$ cat config.mk
export PLATFORM = sky130hd
export DESIGN_NAME = seg7_scan_controller
export DESIGN_NICKNAME = d
export VERILOG_FILES = /design/src/rtl/seg7_scan_controller.sv
export SDC_FILE = /design/constraint.sdc
export NUM_CORES = 1
export LEC_CHECK = 0
export CORE_MARGIN = 3
export CORE_UTILIZATION = 35
export CTS_CLUSTER_DIAMETER = 30
export DETAILED_ROUTE_END_ITERATION = 8
export PLACE_DENSITY = 0.53
export SETUP_SLACK_MARGIN = 0.5
export SLEW_MARGIN = 20
export SYNTH_ARGS = -nofsm -noshare
export SYNTH_HDL_FRONTEND = slang
export SYNTH_SLANG_ARGS = --single-unit
$ cat constraint.sdc
create_clock -name i_clk -period 2.6 [get_ports i_clk]
set_clock_uncertainty 0.2 [all_clocks]
set_input_delay 0.26 -clock i_clk [delete_from_list [all_inputs] [get_ports i_clk]]
set_output_delay 0.26 -clock i_clk [all_outputs]
set_load 0.02 [all_outputs]
$ cat src/rtl/seg7_scan_controller.sv
// seg7_scan_controller
//   Time-multiplexed scan controller that feeds a 7-segment decoder/selector.
//   It holds an 8-digit hex word and a per-digit enable mask, and steps
//   o_select through the digits at one digit slot every TICK_DIV clocks.
//   For the digit being scanned it presents the nibble on o_digit and a
//   blank flag on o_blank.
//   Loads are double-buffered. A word captured on i_load waits in a pending
//   buffer and is copied into the active registers only on the edge where
//   o_select wraps back to 0, so a frame is never shown half old, half new.
//
//   Optional feature macro: SEG7_SCAN_LZB_EN
//     When defined, leading-zero blanking also darkens digit i>0 if its nibble
//     and every enabled higher digit are zero. Digit 0 is never blanked by this
//     rule. When undefined, no blanking logic beyond the enable mask is built.

module seg7_scan_controller #(
    parameter int unsigned TICK_DIV   = 100000,  // clocks per digit slot, >= 1
    parameter int unsigned NUM_DIGITS = 8        // digits scanned, 1..8
) (
    input  logic        i_clk,
    input  logic        i_rst_n,
    input  logic [31:0] i_data_in,     // nibble i drives digit i
    input  logic [7:0]  i_en_in,       // bit i enables digit i
    input  logic        i_load,        // 1-cycle strobe: capture data/enable
    output logic [3:0]  o_digit,       // nibble of the active word at o_select
    output logic [2:0]  o_select,      // digit index currently driven
    output logic        o_blank,       // 1 = current digit is dark
    output logic        o_pending,     // 1 = a loaded word awaits the frame boundary
    output logic        o_frame_done   // 1-cycle pulse after o_select wraps to 0
);

    // Prescaler width; a divide-by-1 still needs a 1-bit register to exist.
    localparam int unsigned    PW        = (TICK_DIV > 1) ? $clog2(TICK_DIV) : 1;
    localparam logic [PW-1:0]  TICK_LAST = PW'(TICK_DIV - 1);
    localparam logic [2:0]     SEL_LAST  = 3'(NUM_DIGITS - 1);

    // ------------------------------------------------------------------
    // State
    // ------------------------------------------------------------------
    logic [PW-1:0] r_presc;       // 0..TICK_DIV-1 slot timer
    logic [2:0]    r_select;      // digit index being scanned
    logic          r_frame_done;  // registered wrap pulse

    logic [31:0]   r_act_data;    // word currently displayed
    logic [7:0]    r_act_mask;    // enable mask currently displayed
    logic [31:0]   r_pend_data;   // word waiting for the frame boundary
    logic [7:0]    r_pend_mask;   // mask waiting for the frame boundary
    logic          r_pending;     // pending buffer holds an unshown word

    // ------------------------------------------------------------------
    // Slot timing
    // ------------------------------------------------------------------
    logic w_tick;  // last clock of the current digit slot
    logic w_wrap;  // last clock of the last digit slot: frame boundary

    assign w_tick = (r_presc == TICK_LAST);
    assign w_wrap = w_tick && (r_select == SEL_LAST);

    // Prescaler: count clocks within a digit slot and wrap at TICK_DIV-1.
    always_ff @(posedge i_clk or negedge i_rst_n) begin
        if (!i_rst_n) begin
            // NOTE: sequential state uses non-blocking assignments so every
            // register samples the pre-edge values of the others.
            r_presc <= '0;
        end else if (w_tick) begin
            r_presc <= '0;
        end else begin
            r_presc <= r_presc + PW'(1);
        end
    end

    // Scan position: advance one digit per slot and flag the frame wrap.
    always_ff @(posedge i_clk or negedge i_rst_n) begin
        if (!i_rst_n) begin
            r_select     <= 3'd0;
            r_frame_done <= 1'b0;
        end else begin
            r_frame_done <= w_wrap;
            if (w_tick) begin
                r_select <= (r_select == SEL_LAST) ? 3'd0 : r_select + 3'd1;
            end
        end
    end

    // ------------------------------------------------------------------
    // Double buffer
    // ------------------------------------------------------------------
    // Pending buffer: capture every load that does not coincide with the
    // frame boundary; a later load in the same frame simply overwrites it.
    always_ff @(posedge i_clk or negedge i_rst_n) begin
        if (!i_rst_n) begin
            // NOTE: these buffers are a handful of flops, not a RAM, so they
            // are cleared on reset; a lost pending load is intended.
            r_pend_data <= '0;
            r_pend_mask <= '0;
            r_pending   <= 1'b0;
        end else if (w_wrap) begin
            // The boundary consumes either the pending word or a colliding
            // load, so nothing is left waiting afterwards.
            r_pending <= 1'b0;
        end else if (i_load) begin
            r_pend_data <= i_data_in;
            r_pend_mask <= i_en_in;
            r_pending   <= 1'b1;
        end
    end

    // Active registers: change only at the frame boundary. A load arriving on
    // that very edge is newer than anything pending and goes straight through.
    always_ff @(posedge i_clk or negedge i_rst_n) begin
        if (!i_rst_n) begin
            r_act_data <= '0;
            r_act_mask <= '0;
        end else if (w_wrap) begin
            if (i_load) begin
                r_act_data <= i_data_in;
                r_act_mask <= i_en_in;
            end else if (r_pending) begin
                r_act_data <= r_pend_data;
                r_act_mask <= r_pend_mask;
            end
        end
    end

    // ------------------------------------------------------------------
    // Output path (combinational from o_select and the active registers)
    // ------------------------------------------------------------------
    logic w_mask_blank;

    assign w_mask_blank = ~r_act_mask[r_select];

`ifdef SEG7_SCAN_LZB_EN
    logic [7:0] w_lz_blank;  // per-digit leading-zero blank

    // Leading-zero detect: walk from the top digit down, remembering whether
    // every enabled digit seen so far is zero; disabled digits do not count.
    always_comb begin
        logic w_hi_zero;
        logic w_nib_zero;
        // NOTE: every variable gets a default before any conditional
        // assignment, otherwise the tool infers a latch to hold its old value.
        w_lz_blank = '0;
        w_hi_zero  = 1'b1;
        w_nib_zero = 1'b0;
        for (int i = 7; i >= 0; i--) begin
            if (i < int'(NUM_DIGITS)) begin
                w_nib_zero = (r_act_data[4*i +: 4] == 4'h0);
                if (i > 0) begin
                    w_lz_blank[i] = w_hi_zero && w_nib_zero;
                end
                w_hi_zero = w_hi_zero && (!r_act_mask[i] || w_nib_zero);
            end
        end
    end

    assign o_blank = w_mask_blank | w_lz_blank[r_select];
`else
    assign o_blank = w_mask_blank;
`endif

    assign o_digit      = r_act_data[{r_select, 2'b00} +: 4];
    assign o_select     = r_select;
    assign o_pending    = r_pending;
    assign o_frame_done = r_frame_done;

endmodule

# == After elaboration in Yosys (flattened, before gate mapping) ==
# Index checks and enable logic that the tools add are counted.
# totals
regBits,102
latchBits,0
ram_bits,0
mem_bits_ro,0
in_bits,43
output_inout_bits,10
wordCells,31
n_memories,0
# op_classes
add_sub_neg,2
mul,0
div_mod_pow,0
n_lt_le_gt_ge,1
eq_ne,2
shifts,1
muxes,10
bitwise_logic,2
n_reduce_logical,5
# ops
operator,count
2-to-1 mux 32 bit,2
variable part select 32 x 6 -> 4 bit,1
adder 17 x 1 -> 17 bit (second input constant),1
== test 17 bit (second input constant),1
2-to-1 mux 17 bit,1
2-to-1 mux 8 bit,2
less-than comparator 3 x 4 -> 1 bit (second input constant),1
AND reduction 2 bit,2
nonzero test 2 bit,2
adder 3 x 1 -> 3 bit (second input constant),1
binary-select mux 1 bit (select 3 bit),1
== test 3 bit (second input constant),1
2-to-1 mux 1 bit,3
2-to-1 mux 3 bit,1
NOT 1 bit,2
logical AND 1 bit,1

# == Depth between registers and ports, before layout ==
# Gate-level depths: netlist (run 1).
# logic_depth
depth_word,4
mapped_depth,7
depth_no_buf,5

# == Worst setup path before layout (run 1) ==
# Ideal clock, no wire load.
# synth_timing
kind,register to output
from,"register r_select[0], in the netlist o_select[0]"
to,output port o_blank
arrival_ns,1.754
t_required_ns,2.140
setup_slack_ns,0.386
path_stages_with_launch,4
n_path_buf,1
path_cell_list,dfrtp_1 > buf_2 > mux4_2 > mux2i_1
# synth_between
elab_chain_len,3
# synth_rtl
element,line,text
"start, declared",41,logic [2:0] r_select;
"start signal, assigned",80,r_select <= (r_select == SEL_LAST) ? 3'd0 : r_select + 3'd1;
binary-select mux 1 bit (select 3 bit),130,assign w_mask_blank = ~r_act_mask[r_select];
2-to-1 mux 1 bit (implied by the code),130,
NOT 1 bit,130,
"end, declared",27,"output logic o_blank,"
# Every way passes these cells. The select of a mux whose other input is x is not followed.

# == Worst setup path in the final report (run 1) ==
# layout_timing
from,"register r_select[0], in the netlist o_select[0]"
to,output port o_digit[0]
# layout_between
elab_chain_len,1
# layout_rtl
element,line,text
variable part select 32 x 6 -> 4 bit,161,"assign o_digit = r_act_data[{r_select, 2'b00} +: 4];"
"end, declared",25,"output logic [3:0] o_digit,"
# Every way passes these cells.

==> results of run 1 <==
-- layout by cell type, fill, tap and decap left out, types with 14 or more instances in the layout --
| cell type | instances |
|---|---|
| sky130_fd_sc_hd__buf_4 | 17 |
| sky130_fd_sc_hd__buf_6 | 14 |
| sky130_fd_sc_hd__clkbuf_16 | 15 |
| sky130_fd_sc_hd__clkdlybuf4s50_1 | 43 |
| sky130_fd_sc_hd__dfrtp_1 | 98 |
| sky130_fd_sc_hd__inv_1 | 44 |
| sky130_fd_sc_hd__mux2_4 | 46 |
| sky130_fd_sc_hd__nand2_1 | 44 |
| sky130_fd_sc_hd__nor2_1 | 14 |
| sky130_fd_sc_hd__o21ai_0 | 40 |
| sky130_fd_sc_hd__o2bb2ai_2 | 30 |
-- worst max-delay path: cells and delay by family, from the launching register on --
family   cells  cell delay [ps]
mux          2              820
buf+inv      2              290
flops        1              420
-- worst paths after layout --
check | startpoint | to | slack (ps) | cells after the start
worst max register to register | r_presc[5] | r_act_data[28] | 300 | 6
worst min register to register | r_pend_mask[1] | r_pend_mask[1] | 300 | 1
min in group i_clk | i_load | r_pend_data[21] | 230 | 3
worst max-delay path | o_select[0] | o_digit[0] | 270 | 4
worst min-delay path | i_rst_n | r_pend_data[14] | 170 | 2
max in group asynchronous | i_rst_n | r_pend_data[25] | 1310 | 3
-- metal layers --
metal	vias up	routed length, µm
met5	-	0
met4	0	197
met3	13	433
met2	49	6250
met1	1761	5960
li1	1645	-
-- where the power goes --
part           internal (µW)  switching [µW]
Combinational            171             155
Sequential              1640            46.4
Clock                    778             623
Total                   2590             824
-- metrics by stage --
stage,total power (µW),hold slack [ps],std cells
finish,3410,171,687
global route,3550,223,687
CTS,3390,173,671
detailed placement,1940,19.1,633
global placement,1940,16.9,633
floorplan,1800,-236,420
-- registers in the layout (all words and copies together) (netlist names) --
name and flops:
o_pending 1, r_presc 17, r_act_mask 8, o_select 3, r_act_data 32, r_pend_data 32
o_frame_done 1, r_pend_mask 8
-- kinds of logic (layout without fill, tap and decap cells) --
family,count (synthesis),after routing,share of synthesized area (%)
simple gates,90,90,9.37
xor+xnor,14,14,2.55
mux,58,58,15.9
flops,102,102,53.1
fa+ha+maj,3,3,0.781
buf+inv,70,161,6.43
compound gates,83,83,11.9
-- final cells by class --
cell class | count | area share, %
clock buffer | 10 | 3.37
clock inverter | 6 | 0.989
inverter | 44 | 2.33
multi-input combinational | 248 | 35.7
sequential | 102 | 36.1
tap | 176 | 3.11
timing repair buffer | 101 | 18.4
-- repair_timing --
item / CTS / global route
gates cloned: 9 / 7
hold buffers: 1 / 0
pin swaps: 14 / 28
buffers inserted: 12 / 9
endpoints found under the setup margin: 91 / 100
endpoints found under the hold margin: 27 / 0
gates resized for setup: 84 / 86
==> impl_metrics.xml, run 1 <==
<?xml version="1.0" encoding="UTF-8"?>
<metrics>
  <group name="synth">
    <metric name="synth.yosys.warnings" unit="">0</metric>
    <metric name="yosys-top-cells-count" unit="">sky130_fd_sc_hd__dfrtp_1, sky130_fd_sc_hd__inv_1, sky130_fd_sc_hd__nand2_1</metric>
    <metric name="synth_cell_type_count" unit="">35</metric>
    <metric name="synth_seq_area_share" unit="%">53.1</metric>
    <metric name="ys_top_cells_by_area" unit="">sky130_fd_sc_hd__dfrtp_1, sky130_fd_sc_hd__mux2_1, sky130_fd_sc_hd__o2bb2ai_1</metric>
    <metric name="post_synth_edffs" unit="">0</metric>
    <metric name="synth_area_per_inst" unit="µm²">11.4</metric>
    <metric name="synth_fp_nets" unit="">466</metric>
    <metric name="yosysTopAreaCellShare" unit="%">53.1</metric>
    <metric name="synth.ff_latch_count" unit="">102</metric>
    <metric name="async_sr_flop_fraction" unit="%">100</metric>
    <metric name="synth-main-ff-cell" unit="">sky130_fd_sc_hd__dfrtp_1</metric>
    <metric name="synthCells" unit="">420</metric>
    <metric name="most_common_cell_in_the_synthesized_netlist" unit="">sky130_fd_sc_hd__dfrtp_1</metric>
    <metric name="synthesized_cell_area" unit="mm²">0.00481</metric>
    <metric name="synth_largest_area_cell" unit="">sky130_fd_sc_hd__dfrtp_1</metric>
  </group>
  <group name="global_route">
    <metric name="grt_overflow_total" unit="">0</metric>
    <metric name="grt_use_met3" unit="%">3.71</metric>
    <metric name="grt-busiest-layer" unit="">met2</metric>
    <metric name="first_global_vias" unit="">3533</metric>
    <metric name="global_route_wire_length_before_repair" unit="µm">18700</metric>
    <metric name="met1_use_gr" unit="%">21.3</metric>
    <metric name="globalRouteMet2Util" unit="%">26.4</metric>
    <metric name="maximum_number_of_pins_on_one_net_before_global_route_repair" unit="">48</metric>
    <metric name="antenna_violations_before_repair" unit="">0</metric>
    <metric name="gr-usage-all-layers" unit="%">16.1</metric>
  </group>
  <group name="floorplanning">
    <metric name="num_rows" unit="">42</metric>
    <metric name="die_h" unit="µm">123</metric>
    <metric name="design.core.area" unit="mm²">0.0133</metric>
    <metric name="die-area" unit="mm²">0.0152</metric>
    <metric name="initial_utilization" unit="%">36.0</metric>
    <metric name="die-width" unit="µm">123</metric>
    <metric name="ioPinCount" unit="">53</metric>
  </group>
  <group name="route">
    <metric name="vias" unit="">3468</metric>
    <metric name="detail_route.first_pass.iterations" unit="">4</metric>
    <metric name="viasPerCell" unit="">5.05</metric>
    <metric name="drc_errors" unit="">0</metric>
    <metric name="drtIter0Drc" unit="">149</metric>
    <metric name="route.antenna.remaining_nets" unit="">0</metric>
    <metric name="wl" unit="µm">12800</metric>
    <metric name="routed_wire_length_per_instance" unit="µm">18.7</metric>
  </group>
  <group name="clocking">
    <metric name="cts.htree.levels" unit="">3</metric>
    <metric name="cts_root_buffer" unit="">sky130_fd_sc_hd__clkbuf_16</metric>
    <metric name="tritoncts_num_sinks" unit="">102</metric>
    <metric name="clkTransAtPathRegs" unit="ps">80</metric>
    <metric name="clk_latency" unit="ps">350</metric>
    <metric name="cts-root-to-sink-buffers" unit="">2</metric>
    <metric name="numCtsBuffers" unit="">9</metric>
    <metric name="cts_tree" unit="">done</metric>
  </group>
  <group name="final_layout">
    <metric name="finish.utilization" unit="%">53.1</metric>
    <metric name="number_of_nets_in_the_finished_design" unit="">552</metric>
    <metric name="area_of_all_sequential_standard_cells" unit="mm²">0.00256</metric>
    <metric name="multi_input_area" unit="mm²">0.00253</metric>
    <metric name="fill_cells" unit="">1141</metric>
    <metric name="area_of_all_placed_cells_without_fillers" unit="mm²">0.00708</metric>
    <metric name="post_route_cells_drive_above_1_share" unit="%">36.0</metric>
    <metric name="layout-area-overhead-vs-synth" unit="%">47.3</metric>
    <metric name="insertedDiodeCount" unit="">0</metric>
  </group>
  <group name="sta">
    <metric name="worst_relative_slew_slack" unit="%">69.0</metric>
    <metric name="worst-slew-pin-transition" unit="ps">465</metric>
    <metric name="crit_share_post_route" unit="%">89.8</metric>
    <metric name="timing_hold_violations_final" unit="">0</metric>
    <metric name="setup_viol" unit="">0</metric>
    <metric name="rsz0062_at_grt" unit="">yes</metric>
    <metric name="setup_total_neg_slack" unit="ps">0</metric>
    <metric name="final.setup.worst_slack" unit="ps">266</metric>
    <metric name="timing.final.crit_period" unit="ps">2330</metric>
    <metric name="drv_slew" unit="">0</metric>
    <metric name="max_clock_freq" unit="MHz">428</metric>
  </group>
  <group name="placed_design">
    <metric name="placement.cell_area" unit="mm²">0.00552</metric>
    <metric name="preCtsSetupSlack" unit="ps">252</metric>
    <metric name="io_buffers" unit="">52</metric>
    <metric name="finalWeightedCongestion" unit="">0.731</metric>
    <metric name="hpwlAfterDp" unit="µm">6890</metric>
  </group>
  <group name="worst_setup_path">
    <metric name="crit_required" unit="ps">2140</metric>
    <metric name="cp.arrival" unit="ps">1870</metric>
    <metric name="crit_path_end_kind" unit="">output pin</metric>
    <metric name="worst_path_largest_cell_delay" unit="ps">510</metric>
    <metric name="worst_setup_sp_type" unit="">register</metric>
    <metric name="slowest_library_cell_on_the_worst_path" unit="">sky130_fd_sc_hd__mux4_2</metric>
    <metric name="crit_type" unit="">register to output pin</metric>
    <metric name="critPathMostFrequentCell" unit="">sky130_fd_sc_hd__buf_6</metric>
    <metric name="critical_path_fanouts_max" unit="">4</metric>
    <metric name="crit_chain" unit="">buf_6, mux4_2, mux2_4, buf_6</metric>
  </group>
  <group name="run">
    <metric name="drv.max_cap_violation_count" unit="">0</metric>
  </group>
  <group name="min_path">
    <metric name="min-delay-path-class" unit="">input port to asynchronous set/reset pin</metric>
  </group>
  <group name="power_and_ir_drop">
    <metric name="power_leakage" unit="µW">0.00329</metric>
    <metric name="p_per_area" unit="mW/mm²">482</metric>
    <metric name="irDropWorstVdd" unit="µV">317</metric>
  </group>
  <group name="status">
    <metric name="run_status" unit="">completed</metric>
  </group>
</metrics>
No activity file was read; power rests on OpenSTA's default activity.
==> run 2: changes to the inputs <==
--- a/config.mk
+++ b/config.mk
@@ -15,3 +15,4 @@
 export SYNTH_ARGS = -nofsm -noshare
 export SYNTH_HDL_FRONTEND = slang
 export SYNTH_SLANG_ARGS = --single-unit
+export TNS_END_PERCENT = 10
==> run 2 against run 1 <==
Against the previous run: final area fell by 15%; register-to-register slack worse by 30 ps; non-clock buffer count decreased by 28; combinational power fell by 25%; worst hold slack worse by 79 ps; clock-buffer cell count is 2 higher.
==> impl_metrics.xml, run 2 (synthesis gave the netlist of run 1 again) <==
<?xml version="1.0" encoding="UTF-8"?>
<metrics>
  <group name="route">
    <metric name="drtIter0Drc" unit="">146</metric>
    <metric name="wl" unit="µm">10600</metric>
    <metric name="routed_wire_length_per_instance" unit="µm">16.1</metric>
    <metric name="detail_route.first_pass.iterations" unit="">4</metric>
    <metric name="drc_errors" unit="">0</metric>
    <metric name="route.antenna.remaining_nets" unit="">0</metric>
    <metric name="vias" unit="">3241</metric>
    <metric name="viasPerCell" unit="">4.92</metric>
  </group>
  <group name="clocking">
    <metric name="cts_tree" unit="">done</metric>
    <metric name="clk_latency" unit="ps">340</metric>
    <metric name="clkTransAtPathRegs" unit="ps">70</metric>
    <metric name="cts_root_buffer" unit="">sky130_fd_sc_hd__clkbuf_16</metric>
    <metric name="numCtsBuffers" unit="">9</metric>
    <metric name="tritoncts_num_sinks" unit="">102</metric>
    <metric name="cts-root-to-sink-buffers" unit="">2</metric>
    <metric name="cts.htree.levels" unit="">3</metric>
  </group>
  <group name="placed_design">
    <metric name="io_buffers" unit="">52</metric>
    <metric name="hpwlAfterDp" unit="µm">6900</metric>
    <metric name="placement.cell_area" unit="mm²">0.00555</metric>
    <metric name="finalWeightedCongestion" unit="">0.812</metric>
  </group>
  <group name="final_layout">
    <metric name="number_of_nets_in_the_finished_design" unit="">524</metric>
    <metric name="post_route_cells_drive_above_1_share" unit="%">15.7</metric>
    <metric name="most-common-layout-cells" unit="">sky130_fd_sc_hd__dfrtp_1, sky130_fd_sc_hd__nand2_1, sky130_fd_sc_hd__inv_1, sky130_fd_sc_hd__clkdlybuf4s50_1</metric>
    <metric name="fill_cells" unit="">1261</metric>
    <metric name="layout-area-overhead-vs-synth" unit="%">25.3</metric>
    <metric name="mostFrequentLayoutCell" unit="">sky130_fd_sc_hd__dfrtp_1</metric>
    <metric name="area_of_all_placed_cells_without_fillers" unit="mm²">0.00603</metric>
    <metric name="registers_with_the_highest_flip_flop_counts" unit="">r_act_data (32), r_pend_data (32), r_presc (17)</metric>
    <metric name="insertedDiodeCount" unit="">0</metric>
  </group>
  <group name="global_route">
    <metric name="grt_overflow_total" unit="">0</metric>
    <metric name="antenna_violations_before_repair" unit="">0</metric>
    <metric name="global_route_wire_length_before_repair" unit="µm">17200</metric>
    <metric name="maximum_number_of_pins_on_one_net_before_global_route_repair" unit="">49</metric>
    <metric name="first_global_vias" unit="">3259</metric>
    <metric name="gr-usage-all-layers" unit="%">14.6</metric>
  </group>
  <group name="status">
    <metric name="run_status" unit="">completed</metric>
  </group>
  <group name="sta">
    <metric name="setup_total_neg_slack" unit="ps">0</metric>
    <metric name="crit_share_post_route" unit="%">89.6</metric>
    <metric name="max_clock_freq" unit="MHz">429</metric>
    <metric name="drv_slew" unit="">0</metric>
    <metric name="worst-slew-pin-transition" unit="ps">551</metric>
    <metric name="timing.final.crit_period" unit="ps">2330</metric>
    <metric name="timing_hold_violations_final" unit="">0</metric>
    <metric name="setup_viol" unit="">0</metric>
    <metric name="worst_relative_slew_slack" unit="%">63.3</metric>
    <metric name="rsz0062_at_grt" unit="">yes</metric>
  </group>
  <group name="power_and_ir_drop">
    <metric name="irDropWorstVdd" unit="µV">373</metric>
    <metric name="power_leakage" unit="µW">0.00281</metric>
    <metric name="power.total" unit="µW">3210</metric>
    <metric name="p_per_area" unit="mW/mm²">533</metric>
  </group>
  <group name="worst_setup_path">
    <metric name="worst_path_largest_cell_delay" unit="ps">580</metric>
    <metric name="crit_required" unit="ps">2630</metric>
    <metric name="crit_type" unit="">register to register</metric>
    <metric name="crit_chain" unit="">or4b_4, nor3_4, nand4b_4, clkbuf_16, mux2_1</metric>
    <metric name="worst_setup_sp_type" unit="">register</metric>
    <metric name="critical_path_fanouts_max" unit="">15</metric>
    <metric name="crit_path_end_kind" unit="">register</metric>
    <metric name="slowest_library_cell_on_the_worst_path" unit="">sky130_fd_sc_hd__or4b_4</metric>
    <metric name="cp.arrival" unit="ps">2360</metric>
  </group>
  <group name="floorplanning">
    <metric name="initial_utilization" unit="%">36.0</metric>
    <metric name="num_rows" unit="">42</metric>
    <metric name="die_h" unit="µm">123</metric>
    <metric name="die-area" unit="mm²">0.0152</metric>
    <metric name="ioPinCount" unit="">53</metric>
    <metric name="die-width" unit="µm">123</metric>
    <metric name="design.core.area" unit="mm²">0.0133</metric>
  </group>
  <group name="min_path">
    <metric name="min-delay-path-class" unit="">input port to register</metric>
  </group>
  <group name="run">
    <metric name="drv.max_cap_violation_count" unit="">0</metric>
  </group>
</metrics>
run 2: cell count changes in the layout (fill, tap and decap cells not counted), moves of 3 or more:
| cell | delta |
|---|---|
| sky130_fd_sc_hd__buf_16 | -7 |
| sky130_fd_sc_hd__buf_4 | -6 |
| sky130_fd_sc_hd__buf_6 | -9 |
| sky130_fd_sc_hd__clkbuf_16 | -4 |
| sky130_fd_sc_hd__mux2_1 | +34 |
| sky130_fd_sc_hd__mux2_2 | +3 |
| sky130_fd_sc_hd__mux2_4 | -37 |
| sky130_fd_sc_hd__o2bb2ai_1 | +40 |
| sky130_fd_sc_hd__o2bb2ai_2 | -30 |
| sky130_fd_sc_hd__o2bb2ai_4 | -10 |
run 2: metal layers:
metal | GRT usage [%] | wire (µm) | vias up
li1 | - | - | 1573
met1 | 21.2 | 5250 | 1600
met2 | 21.1 | 4720 | 63
met3 | 4.80 | 543 | 5
met4 | 3.94 | 111 | 0
met5 | 0 | 0 | -
run 2: worst paths after layout:
| kind | startpoint | end | slack, ps | depth (start not counted) |
|---|---|---|---|---|
| setup / recovery | r_presc[8] | r_act_data[27] | 270 | 5 |
| hold / removal | i_load | r_pend_data[20] | 90 | 3 |
| setup reg to reg | r_presc[8] | r_act_data[27] | 270 | 5 |
| hold reg to reg | r_pend_data[4] | r_pend_data[4] | 290 | 1 |
| max in group asynchronous | i_rst_n | r_pend_data[2] | 1280 | 3 |
| min in group asynchronous | i_rst_n | r_act_data[4] | 250 | 2 |
run 2: worst max-delay path: cells and delay by family (launching register included):
family,cells,cell delay (ps)
simple gates,3,1050
flops,1,410
mux,1,310
buf+inv,1,240
run 2: per-stage QoR:
stage               worst slack [ps]  util, %  instances  hold WS [ps]
floorplan                        455        -        420          -236
global placement                 272     41.6        632          90.4
detailed placement               201     41.6        632          94.8
CTS                              254     44.4        654          84.0
global route                     212     45.1        659           106
finish                           272     45.1        659          92.0
run 2: repair_timing:
| action | CTS | global route |
|---|---|---|
| gates resized for setup | 38 | 6 |
| gates cloned | 1 | 2 |
| setup buffers | 4 | 3 |
| hold buffers | 1 | 0 |
| pin swaps | 0 | 4 |
| setup endpoints to repair | 91 | 91 |
| endpoints found under the hold margin | 41 | 0 |
run 2: power breakdown:
| group | switching [µW] | leakage, µW | internal [µW] | total (µW) |
|---|---|---|---|---|
| registers | 29.8 | 0.00133 | 1640 | 1670 |
| logic | 125 | 0.00134 | 120 | 245 |
| clock network | 589 | 0.000139 | 706 | 1290 |
| total | 743 | 0.00281 | 2470 | 3210 |
run 2: area by class of cell:
class                           count  area, µm²  area share (%)
Sequential cell                   102       2550            42.4
Multi-Input combinational cell    248       1990            33.1
Timing Repair Buffer               73        806            13.4
Clock buffer                       12        256            4.26
Tap cell                          176        220            3.65
Inverter                           44        165            2.74
Clock inverter                      4       30.0           0.498
==> run 3: changes to the inputs <==
--- a/config.mk
+++ b/config.mk
@@ -7,6 +7,7 @@
 export LEC_CHECK = 0
 export CORE_MARGIN = 3
 export CORE_UTILIZATION = 35
+export CTS_BUF_LIST = sky130_fd_sc_hd__clkbuf_2
 export CTS_CLUSTER_DIAMETER = 30
 export DETAILED_ROUTE_END_ITERATION = 8
 export PLACE_DENSITY = 0.53
==> run 3 against run 2 <==
Against the previous run: the flow now finishes with violations (negative setup slack); power down 14%; critical path depth unchanged; register-to-register slack worse by 100 ps; flip-flop and latch count unchanged; core utilization up 7.8 points; setup slack worse by 300 ps.
==> impl_metrics.xml, run 3 (synthesis gave the netlist of run 1 again) <==
<?xml version="1.0" encoding="UTF-8"?>
<metrics>
  <group name="status">
    <metric name="run_status" unit="">complete, but fails checks</metric>
    <metric name="violations" unit="">negative setup slack</metric>
  </group>
  <group name="worst_setup_path">
    <metric name="crit_type" unit="">register to output pin</metric>
    <metric name="timing.rr.end" unit="">r_pend_data[4]</metric>
    <metric name="worst_path_largest_cell_delay" unit="ps">510</metric>
    <metric name="crit_path_end_kind" unit="">output pin</metric>
    <metric name="worst_setup_sp_type" unit="">register</metric>
    <metric name="slowest_library_cell_on_the_worst_path" unit="">sky130_fd_sc_hd__mux4_2</metric>
    <metric name="timing.reg2reg.setup_slack" unit="ps">170</metric>
    <metric name="crit_required" unit="ps">2140</metric>
    <metric name="crit_chain" unit="">buf_4, buf_12, mux4_2, mux2_4, buf_6</metric>
    <metric name="critical_path_depth" unit="">5</metric>
    <metric name="timing.reg2reg.worst_path_depth" unit="">6</metric>
    <metric name="cp-endpoint" unit="">o_digit[3]</metric>
    <metric name="critical_path_fanouts_max" unit="">6</metric>
    <metric name="crit_family" unit="">multiplexers</metric>
    <metric name="cp.buffers_inverters" unit="">3</metric>
    <metric name="cp.arrival" unit="ps">2160</metric>
    <metric name="setup.worst_path.start" unit="">o_select[0]</metric>
    <metric name="rr_startpoint" unit="">r_presc[5]</metric>
  </group>
  <group name="power_and_ir_drop">
    <metric name="irDropWorstVdd" unit="µV">248</metric>
    <metric name="switching_share" unit="%">27.7</metric>
    <metric name="power.total" unit="µW">2760</metric>
    <metric name="p_per_area" unit="mW/mm²">390</metric>
    <metric name="power_leakage" unit="µW">0.00323</metric>
    <metric name="power.clock.fraction" unit="%">24.1</metric>
    <metric name="share_seq_of_total_power" unit="%">61.7</metric>
    <metric name="combinationalPowerShare" unit="%">14.2</metric>
    <metric name="internal-power" unit="µW">1990</metric>
    <metric name="switching_power" unit="µW">763</metric>
  </group>
  <group name="sta">
    <metric name="max_clock_freq" unit="MHz">381</metric>
    <metric name="timing.hold.ws" unit="ps">120</metric>
    <metric name="worst-slew-pin-transition" unit="ps">566</metric>
    <metric name="timing_hold_violations_final" unit="">0</metric>
    <metric name="worst_relative_slew_slack" unit="%">62.3</metric>
    <metric name="timing.final.crit_period" unit="ps">2620</metric>
    <metric name="setup_total_neg_slack" unit="ps">-60.5</metric>
    <metric name="rsz0062_at_grt" unit="">yes</metric>
    <metric name="setup_viol" unit="">4</metric>
    <metric name="drv_slew" unit="">0</metric>
    <metric name="crit_share_post_route" unit="%">101</metric>
    <metric name="final.setup.worst_slack" unit="ps">-23.5</metric>
  </group>
  <group name="final_layout">
    <metric name="mostFrequentLayoutCell" unit="">sky130_fd_sc_hd__dfrtp_1</metric>
    <metric name="most-common-layout-cells" unit="">sky130_fd_sc_hd__dfrtp_1, sky130_fd_sc_hd__mux2_4, sky130_fd_sc_hd__nand2_1, sky130_fd_sc_hd__inv_1, sky130_fd_sc_hd__dlygate4sd3_1</metric>
    <metric name="layout-area-overhead-vs-synth" unit="%">46.9</metric>
    <metric name="post_route_cells_drive_above_1_share" unit="%">30.2</metric>
    <metric name="finish.cell_count_without_fillers" unit="">706</metric>
    <metric name="registers_with_the_highest_flip_flop_counts" unit="">r_act_data (32), r_pend_data (32), r_presc (17)</metric>
    <metric name="number_of_nets_in_the_finished_design" unit="">570</metric>
  </group>
  <group name="global_route">
    <metric name="gr-usage-all-layers" unit="%">15.8</metric>
    <metric name="maximum_number_of_pins_on_one_net_before_global_route_repair" unit="">49</metric>
    <metric name="first_global_vias" unit="">3591</metric>
    <metric name="grt_overflow_total" unit="">0</metric>
    <metric name="global_route_wire_length_before_repair" unit="µm">18700</metric>
    <metric name="antenna_violations_before_repair" unit="">1</metric>
  </group>
  <group name="placed_design">
    <metric name="hpwlAfterDp" unit="µm">6900</metric>
    <metric name="preCtsSetupSlack" unit="ps">201</metric>
    <metric name="io_buffers" unit="">52</metric>
    <metric name="placedCellCount" unit="">632</metric>
    <metric name="finalWeightedCongestion" unit="">0.812</metric>
  </group>
  <group name="route">
    <metric name="viasPerCell" unit="">4.98</metric>
    <metric name="vias" unit="">3513</metric>
    <metric name="routed_wire_length_per_instance" unit="µm">16.8</metric>
    <metric name="detail_route.first_pass.iterations" unit="">4</metric>
    <metric name="wl" unit="µm">11900</metric>
    <metric name="drc_errors" unit="">0</metric>
    <metric name="route.antenna.remaining_nets" unit="">0</metric>
    <metric name="drtIter0Drc" unit="">158</metric>
  </group>
  <group name="floorplanning">
    <metric name="initial_utilization" unit="%">36.0</metric>
    <metric name="die-area" unit="mm²">0.0152</metric>
    <metric name="num_rows" unit="">42</metric>
    <metric name="ioPinCount" unit="">53</metric>
    <metric name="die_h" unit="µm">123</metric>
    <metric name="die-width" unit="µm">123</metric>
    <metric name="design.core.area" unit="mm²">0.0133</metric>
  </group>
  <group name="clocking">
    <metric name="clk_latency" unit="ps">590</metric>
    <metric name="tritoncts_num_sinks" unit="">102</metric>
    <metric name="cts.htree.levels" unit="">3</metric>
    <metric name="clkTransAtPathRegs" unit="ps">260</metric>
    <metric name="cts_root_buffer" unit="">sky130_fd_sc_hd__clkbuf_2</metric>
    <metric name="cts-root-to-sink-buffers" unit="">2</metric>
    <metric name="numCtsBuffers" unit="">9</metric>
    <metric name="cts_tree" unit="">done</metric>
  </group>
  <group name="run">
    <metric name="drv.max_cap_violation_count" unit="">0</metric>
  </group>
  <group name="min_path">
    <metric name="min-delay-path-class" unit="">input port to register</metric>
  </group>
</metrics>
run 3: cell types whose count changed in the layout (fill, tap and decap cells not counted), sizes merged:
| cell | previous run | this run |
|---|---|---|
| buf | 25 | 32 |
| clkbuf | 14 | 12 |
| clkdlybuf4s50 | 44 | 40 |
| clkinv | 2 | 4 |
| diode | 0 | 1 |
| dlygate4sd2 | 1 | 3 |
| dlygate4sd3 | 1 | 42 |
run 3: timing repair:
action / in CTS / in global routing
hold buffers: 42 / 0
endpoints found under the hold margin: 149 / 0
endpoints found under the setup margin: 94 / 92
pin swaps: 45 / 42
cloned: 1 / 2
setup buffers: 6 / 6
resized for setup: 135 / 38
run 3: per-stage QoR:
stage	instance area [µm²]	util, %
6_report	7060	52.9
5_1_grt	7060	52.9
4_1_cts	6610	49.5
3_5_place_dp	5550	41.6
3_3_place_gp	5550	41.6
2_1_floorplan	4820	-
run 3: worst register-to-register path, delay by kind of cell, from the launching register on:
family	cells	cell delay, ps
simple gates	3	1010
compound gates	1	140
flops	1	450
buf+inv	2	530
run 3: how the worst min path moves through the flow:
stage,startpoint,endpoint,slack (ps),cells after the start
6_report,i_data_in[16],r_pend_data[16],120,3
5_1_grt,i_data_in[16],r_pend_data[16],10,3
4_1_cts,i_data_in[16],r_pend_data[16],3,3
3_5_place_dp,i_rst_n,r_presc[13],90,1
3_3_place_gp,i_rst_n,r_presc[14],90,1
2_1_floorplan,i_rst_n,o_frame_done,-240,0
run 3: metal layers:
layer | global-route usage (%) | part of all wire (%) | vias to the layer above
li1 | - | - | 1678
met1 | 22.5 | 51 | 1775
met3 | 4.94 | 3.5 | 5
met5 | 0 | 0 | -
met4 | 3.94 | 0.73 | 0
met2 | 23.6 | 45 | 55
run 3: area by class of cell:
| type | instances | area, µm² |
|---|---|---|
| repair buffers | 119 | 1260 |
| multi-input cells | 248 | 2770 |
| clock inverters | 6 | 37.5 |
| clock buffers | 10 | 50.0 |
| fillers | 1166 | 6290 |
| well taps | 176 | 220 |
| diodes | 1 | 2.50 |
| inverters | 44 | 165 |
| flip-flops and latches | 102 | 2560 |
run 3: power by group through the flow:
stage | sequential (µW) | combinational [µW] | clock (µW)
floorplan | 1690 | 111 | 0
global placement | 1700 | 245 | 0
detailed placement | 1700 | 249 | 0
CTS | 1690 | 349 | 703
global route | 1710 | 433 | 762
finish | 1700 | 392 | 664
